--- config.mk ---
export PLATFORM = sky130hd
export DESIGN_NAME = trap_ctrl
export DESIGN_NICKNAME = d
export VERILOG_FILES = /design/src/rtl/trap_ctrl.sv
export SDC_FILE = /design/constraint.sdc
export NUM_CORES = 1
export LEC_CHECK = 0
export ABC_CLOCK_PERIOD_IN_PS = 6450
export BUFFER_PORTS_ARGS = -buffer_cell sky130_fd_sc_hd__buf_2
export CORE_AREA = 2 2 267 269
export DETAILED_ROUTE_END_ITERATION = 8
export DIE_AREA = 0 0 269 271
export PLACE_DENSITY_LB_ADDON = 0.15
export SYNTH_ARGS = -nofsm -noshare
export SYNTH_HDL_FRONTEND = slang
export SYNTH_SLANG_ARGS = --single-unit
--- constraint.sdc ---
create_clock -name clk -period 6.45 [get_ports clk]
set_clock_uncertainty 0.1 [all_clocks]
set_input_delay 1.29 -clock clk [delete_from_list [all_inputs] [get_ports clk]]
set_output_delay 1.29 -clock clk [all_outputs]
set_load 0.005 [all_outputs]
--- src/rtl/trap_ctrl.sv ---
// Machine-mode trap sequencer: squashes the committing instruction on a trap, interrupt or mret.
// It then writes the trap CSRs and offers a valid/ready PC redirect to fetch.
module trap_ctrl (
  input  logic        clk,
  input  logic        rst,
  input  logic        commit_valid,
  input  logic [63:0] commit_pc,
  input  logic [31:0] commit_inst,
  input  logic        is_ecall,
  input  logic        is_ebreak,
  input  logic        is_mret,
  input  logic        is_illegal,
  input  logic        timer_irq,
  input  logic [63:0] mstatus_rd_data,
  input  logic [63:0] mie_rd_data,
  input  logic [63:0] mtvec_rd_data,
  input  logic [63:0] mepc_rd_data,
  output logic        excp_enter,
  output logic        excp_exit,
  output logic [63:0] mstatus_wr_data,
  output logic [63:0] mepc_wr_data,
  output logic [63:0] mcause_wr_data,
  output logic [63:0] mtval_wr_data,
  output logic        flush,
  output logic        stall,
  output logic        redirect_valid,
  output logic [63:0] redirect_pc,
  input  logic        redirect_ready
);

  typedef enum logic [1:0] {IDLE, ENTER, EXIT, REDIRECT} state_t;

  state_t      state, state_nxt;
  logic [63:0] epc_q, cause_q, tval_q, target_q;
  logic [63:0] cause_nxt, tval_nxt, target_nxt, base;
  logic        irq, req, accept;

  // Only the MTIE bit of mie is consulted.
  logic unused_mie_bits;
  assign unused_mie_bits = ^{mie_rd_data[63:8], mie_rd_data[6:0]};

  assign irq    = timer_irq & mie_rd_data[7] & mstatus_rd_data[3];
  assign req    = irq | is_illegal | is_ebreak | is_ecall | is_mret;
  assign accept = (state == IDLE) & commit_valid & req & ~rst;
  assign base   = {mtvec_rd_data[63:2], 2'b00};

  always_comb begin
    cause_nxt = 64'd0;
    tval_nxt  = 64'd0;
    if (irq) begin
      cause_nxt = 64'h8000_0000_0000_0007;
    end else if (is_illegal) begin
      cause_nxt = 64'd2;
      tval_nxt  = {32'd0, commit_inst};
    end else if (is_ebreak) begin
      cause_nxt = 64'd3;
      tval_nxt  = commit_pc;
    end else if (is_ecall) begin
      cause_nxt = 64'd11;
    end
  end

  always_comb begin
    state_nxt       = state;
    target_nxt      = target_q;
    flush           = 1'b0;
    stall           = 1'b0;
    excp_enter      = 1'b0;
    excp_exit       = 1'b0;
    mstatus_wr_data = 64'd0;
    mepc_wr_data    = 64'd0;
    mcause_wr_data  = 64'd0;
    mtval_wr_data   = 64'd0;
    redirect_valid  = 1'b0;
    redirect_pc     = 64'd0;
    case (state)
      IDLE: begin
        if (accept) begin
          flush = 1'b1;
          // mret is lowest priority, so it only wins when nothing else is pending.
          state_nxt = (irq | is_illegal | is_ebreak | is_ecall) ? ENTER : EXIT;
        end
      end
      ENTER: begin
        stall               = 1'b1;
        excp_enter          = 1'b1;
        mepc_wr_data        = epc_q;
        mcause_wr_data      = cause_q;
        mtval_wr_data       = tval_q;
        mstatus_wr_data     = mstatus_rd_data;
        mstatus_wr_data[7]  = mstatus_rd_data[3];
        mstatus_wr_data[3]  = 1'b0;
        mstatus_wr_data[12:11] = 2'b11;
        if (mtvec_rd_data[1:0] == 2'b01 && cause_q[63])
          target_nxt = base + {56'd0, cause_q[5:0], 2'b00};
        else
          target_nxt = base;
        state_nxt = REDIRECT;
      end
      EXIT: begin
        stall               = 1'b1;
        excp_exit           = 1'b1;
        mstatus_wr_data     = mstatus_rd_data;
        mstatus_wr_data[3]  = mstatus_rd_data[7];
        mstatus_wr_data[7]  = 1'b1;
        mstatus_wr_data[12:11] = 2'b11;
        target_nxt          = mepc_rd_data;
        state_nxt           = REDIRECT;
      end
      REDIRECT: begin
        stall          = 1'b1;
        redirect_valid = 1'b1;
        redirect_pc    = target_q;
        if (redirect_ready)
          state_nxt = IDLE;
      end
      default: state_nxt = IDLE;
    endcase
  end

  always_ff @(posedge clk) begin
    if (rst) begin
      state    <= IDLE;
      epc_q    <= 64'd0;
      cause_q  <= 64'd0;
      tval_q   <= 64'd0;
      target_q <= 64'd0;
    end else begin
      state    <= state_nxt;
      target_q <= target_nxt;
      if (accept) begin
        epc_q   <= commit_pc;
        cause_q <= cause_nxt;
        tval_q  <= tval_nxt;
      end
    end
  end

endmodule

---- After elaboration in Yosys (flattened, before gate mapping) ----
Cells that the tools add are included.
operators by class
  add/sub/neg operators ................... 1
  multiply operators ...................... 0
  div/mod/pow operators ................... 0
  $lt $le $gt $ge ......................... 0
  equality and inequality tests ........... 6
  shift-type cells ........................ 0
  muxes and demuxes ....................... 24
  bitwise gates (word level) .............. 10
  reductions and logical operators ........ 6
operators with widths
  kind                number
  $mux 64             9
  $pmux 64 s2         2
  $add 64x8->64       1
  $mux 4              3
  $mux 1              6
  $mux 2              3
  $pmux 2 s3          1
  $and 1x1->1         5
  $eq 2x1->1 const B  2
  $eq 2x2->1 const B  2
  $ne 2x2->1 const B  2
  $or 1x1->1          4
  $reduce_or 3->1     1
  $logic_not 2->1     1
  $reduce_and 2->1    1
  $reduce_bool 2->1   1
  $reduce_or 2->1     1
  $logic_and 1x1->1   1
  $not 1->1           1
storage, ports and cells
  bits in registers ....................... 258
  bits in latches ......................... 0
  RAM bits ................................ 0
  ROM bits ................................ 0
  bits of input ports ..................... 361
  logic and storage cells ................. 52
  memories ................................ 0

---- Depth between registers and ports, before layout ----
  depth in word-level cells ............... 10
  depth in mapped cells ................... 10

---- Worst setup path after synthesis ----
No wires, ideal clock.
  path kind ............................... input to output
  start ................................... input port timer_irq
  end ..................................... output port flush
  arrival time ............................ 2523 ps
  path slack .............................. 2537 ps
  cell stages on the path ................. 6
  buffers on the path ..................... 2
  cells stage by stage .................... a31oi_1 > nand2_1 > o21ai_1 > clkinv_1 > clkbuf_1 > clkbuf_1
between the ends
  cells in the longest elaborated chain, start to end .. 10
RTL lines
  element                   RTL line  RTL
  start: declaration        13        input logic timer_irq,
  $and 1x1->1 (2 in a row)  42        assign irq = timer_irq & mie_rd_data[7] & mstatus_rd_data[3];
  $or 1x1->1 (4 in a row)   43        assign req = irq | is_illegal | is_ebreak | is_ecall | is_mret;
  $and 1x1->1 (2 in a row)  44        assign accept = (state == IDLE) & commit_valid & req & ~rst;
  $mux 1                    78        if (accept) begin
  $mux 1                    76        case (state)
  end: declaration          24        output logic flush,
No other way between the ends.

---- Worst setup path in the final report ----
  start ................................... input port mstatus_rd_data[3]
  end ..................................... output port flush
between the ends
  cells in the longest elaborated chain, start to end .. 9
RTL lines
  element                   RTL line  RTL
  start: declaration        14        input logic [63:0] mstatus_rd_data,
  $and 1x1->1               42
  $or 1x1->1 (4 in a row)   43
  $and 1x1->1 (2 in a row)  44
  $mux 1                    78
  $mux 1                    76
No other way between the ends.

==> out/results.ini <==
[cts]
cts-htree-levels = 4
clockBufferDepth = 2
cts_setup_buffers = 0
clock_latency_ps = 490
cts_tree = yes
cts_sinks = 198
cts_resized = 0
root_buffer = clkbuf_16
hold_buffers = 0
cts_buffers = 17
cts.clk_slew.worst_paths_ps = 80

[routing]
drc = 0
antenna_left = 0
wirelength_um = 56060
wl_per_cell_um = 19.16
vias = 12330
dr.pass1.iters = 5
via_per_inst = 4.214
drt-initial-drc-count = 591

[final_layout]
finalNonFillerCells = 2926
fillers = 7982
area_delta_synth_final_pct = 35.64
drive_gt1_share_pct = 32.73
multi_input_area_sq_mm = 0.006728
seqCellArea_sq_mm = 0.003964
fin_nets = 2335

[global_route]
antenna_found_initial = 12
grt_max_degree = 112
grt_pass1_wl_um = 79220
grt_pass1_vias = 12110
grt_use_met1_pct = 16.72
use_met3_pct = 3.249
grtUsageMet2_pct = 27.01
grt.busiest_layer = met2
gr-total-overflow = 0
grt_usage_pct = 14.69

[synthesis]
synth_top_cell_area_share_pct = 34.55
synth.most_common_cell = and2_1
synth_commonest_cells = and2_1, nand2_1, dfxtp_1
synthesis.area_sq_mm = 0.01147
synthCells = 1490
syn_area_per_cell_sq_um = 7.699
synth.distinct_cells = 70
synth-seq-cells = 198
ys.flop_type = dfxtp_1
async_flop_share_pct = 0
synth-edff-count = 0
ys_top_cells_by_area = dfxtp_1, and2_1, nand2_1, a21oi_1, buf_4
synth_top_area_cell = dfxtp_1
yosys_warnings = 0
yosysSeqAreaShare_pct = 34.55

[sta]
rsz0062_at_grt = no
max_slew_margin_pct = 31.23
tightest_slew_ps = 1032
finalCriticalPeriod_ps = 3966
setup_viol = 0
max_freq_mhz = 252.1
fin_tns_setup_ps = 0
period_share_pct = 61.49
hold_viol_final = 0
slew_violations = 0

[worst_setup_path]
crit_path_max_fanout = 42
r2r_start = state[0]
end_kind = output port
crit_start = mstatus_rd_data[3]
arrival_ps = 2580
start_kind = input port
reg2reg_slack_ps = 3410
critPathRequiredTime_ps = 5060
critPathKind = in2out

[power]
seqPwrFrac_pct = 35.1
switching_share_pct = 40.65
internal-power_uw = 2723
pwr-share-clk_pct = 26.6
peakVddDrop_v = 0.0001750
leakagePower_uw = 0.006828
switching_power_uw = 1865
pwr-share-comb_pct = 38.3
power.density_mw_per_mm2 = 294.9

[hold_path]
worstHoldStart = tval_q[38]
hp-class = reg2reg

[place]
dp.cells = 2885
io_buffers = 561
dp_hpwl_um = 41660
place.gp.congestion = 0.8076

[die]
initial_core_util_pct = 16.44
io_pins = 686
dieArea_sq_mm = 0.07290
core-area_sq_mm = 0.06979
rows = 97
die_w_um = 269
die_h_um = 271

[outcome]
status = completed

[run]
maxCapViolations = 0

[path summary, 6_finish.rpt]
| check | cells after the start | to |
|---|---|---|
| hold reg to reg | 2 | tval_q[38] |
| hold / removal | 2 | tval_q[38] |
| setup reg to reg | 9 | tval_q[23] |
| setup / recovery | 6 | flush |
[per-stage QoR]
step | hold WS (ps) | util [%] | power [uW] | worst slack, ps | cell area, sq um
2_1_floorplan | 327.3 | - | 2713 | 2537 | 11690
3_3_place_gp | 336.2 | 21.33 | 3396 | 2309 | 14880
3_5_place_dp | 338.5 | 21.33 | 3410 | 2341 | 14880
4_1_cts | 352.2 | 22.22 | 4685 | 1922 | 15510
5_1_grt | 364.1 | 22.29 | 4944 | 2213 | 15560
6_report | 347.3 | 22.29 | 4588 | 2484 | 15560
[power by group through the flow]
stage / registers [uW] / clock network, uW / logic (uW)
after detailed placement: 1640 / 0 / 1770
after floorplan: 1590 / 0 / 1120
after global routing: 1640 / 1330 / 1970
after CTS: 1610 / 1290 / 1780
final: 1610 / 1220 / 1760
after global placement: 1630 / 0 / 1760
[layer usage]
layer  up-vias  share of wire [%]  wire [um]
li1       5934                  -          -
met2       427                 52      29420
met4         4                1.6        874
met3        47                5.7       3181
met5         -              0.048         27
met1      5918                 40      22550
[kinds of logic after synthesis]
logic type	after synthesis	share of synthesized area (%)
DFF	198	34.55
adders and majority gates	9	1.047
muxes	6	0.5236
AOI/OAI and AO/OA	281	15.62
other	1	0.03269
buffers and inverters	201	8.988
xor gates and xnor gates	54	4.123
and+or+nand+nor	740	35.11
[layout make-up]
cell class                 instances  share of cell area (%)
antenna                            9                  0.1448
clock buffer                      17                   2.734
clock inverter                    14                   1.287
inverter                          21                  0.5227
multi-input combinational       1149                   43.24
sequential                       198                   25.48
tap                              940                   7.559
timing repair buffer             578                   19.03
[worst max-delay path, cell delays in order]
cell     delay, ps
buf_2          130
a31oi_1        250
nand2_1        200
o21ai_4        220
inv_4          190
buf_2          220
[cell usage in the layout, fill, tap and decap left out, types with 9 or more instances in the layout]
| cell | instances |
|---|---|
| nor2_1 | 69 |
| nand4_1 | 22 |
| xnor2_1 | 48 |
| a221oi_1 | 36 |
| clkbuf_16 | 17 |
| inv_1 | 19 |
| buf_2 | 560 |
| a21oi_1 | 124 |
| nor2b_1 | 9 |
| buf_4 | 16 |
| o21ai_0 | 12 |
| o22ai_1 | 40 |
| a22oi_1 | 35 |
| conb_1 | 59 |
| diode_2 | 9 |
| nor4_1 | 14 |
| nand3_1 | 58 |
| nand2_1 | 206 |
| nor3_1 | 47 |
| and2_1 | 261 |
| dfxtp_1 | 198 |
[flip-flops by register name (all words and copies together), names as in the netlist]
register and count:
target_q 64, epc_q 64, tval_q 64, state 2
cause_q 4
No activity file was read; power rests on OpenSTA's default activity.
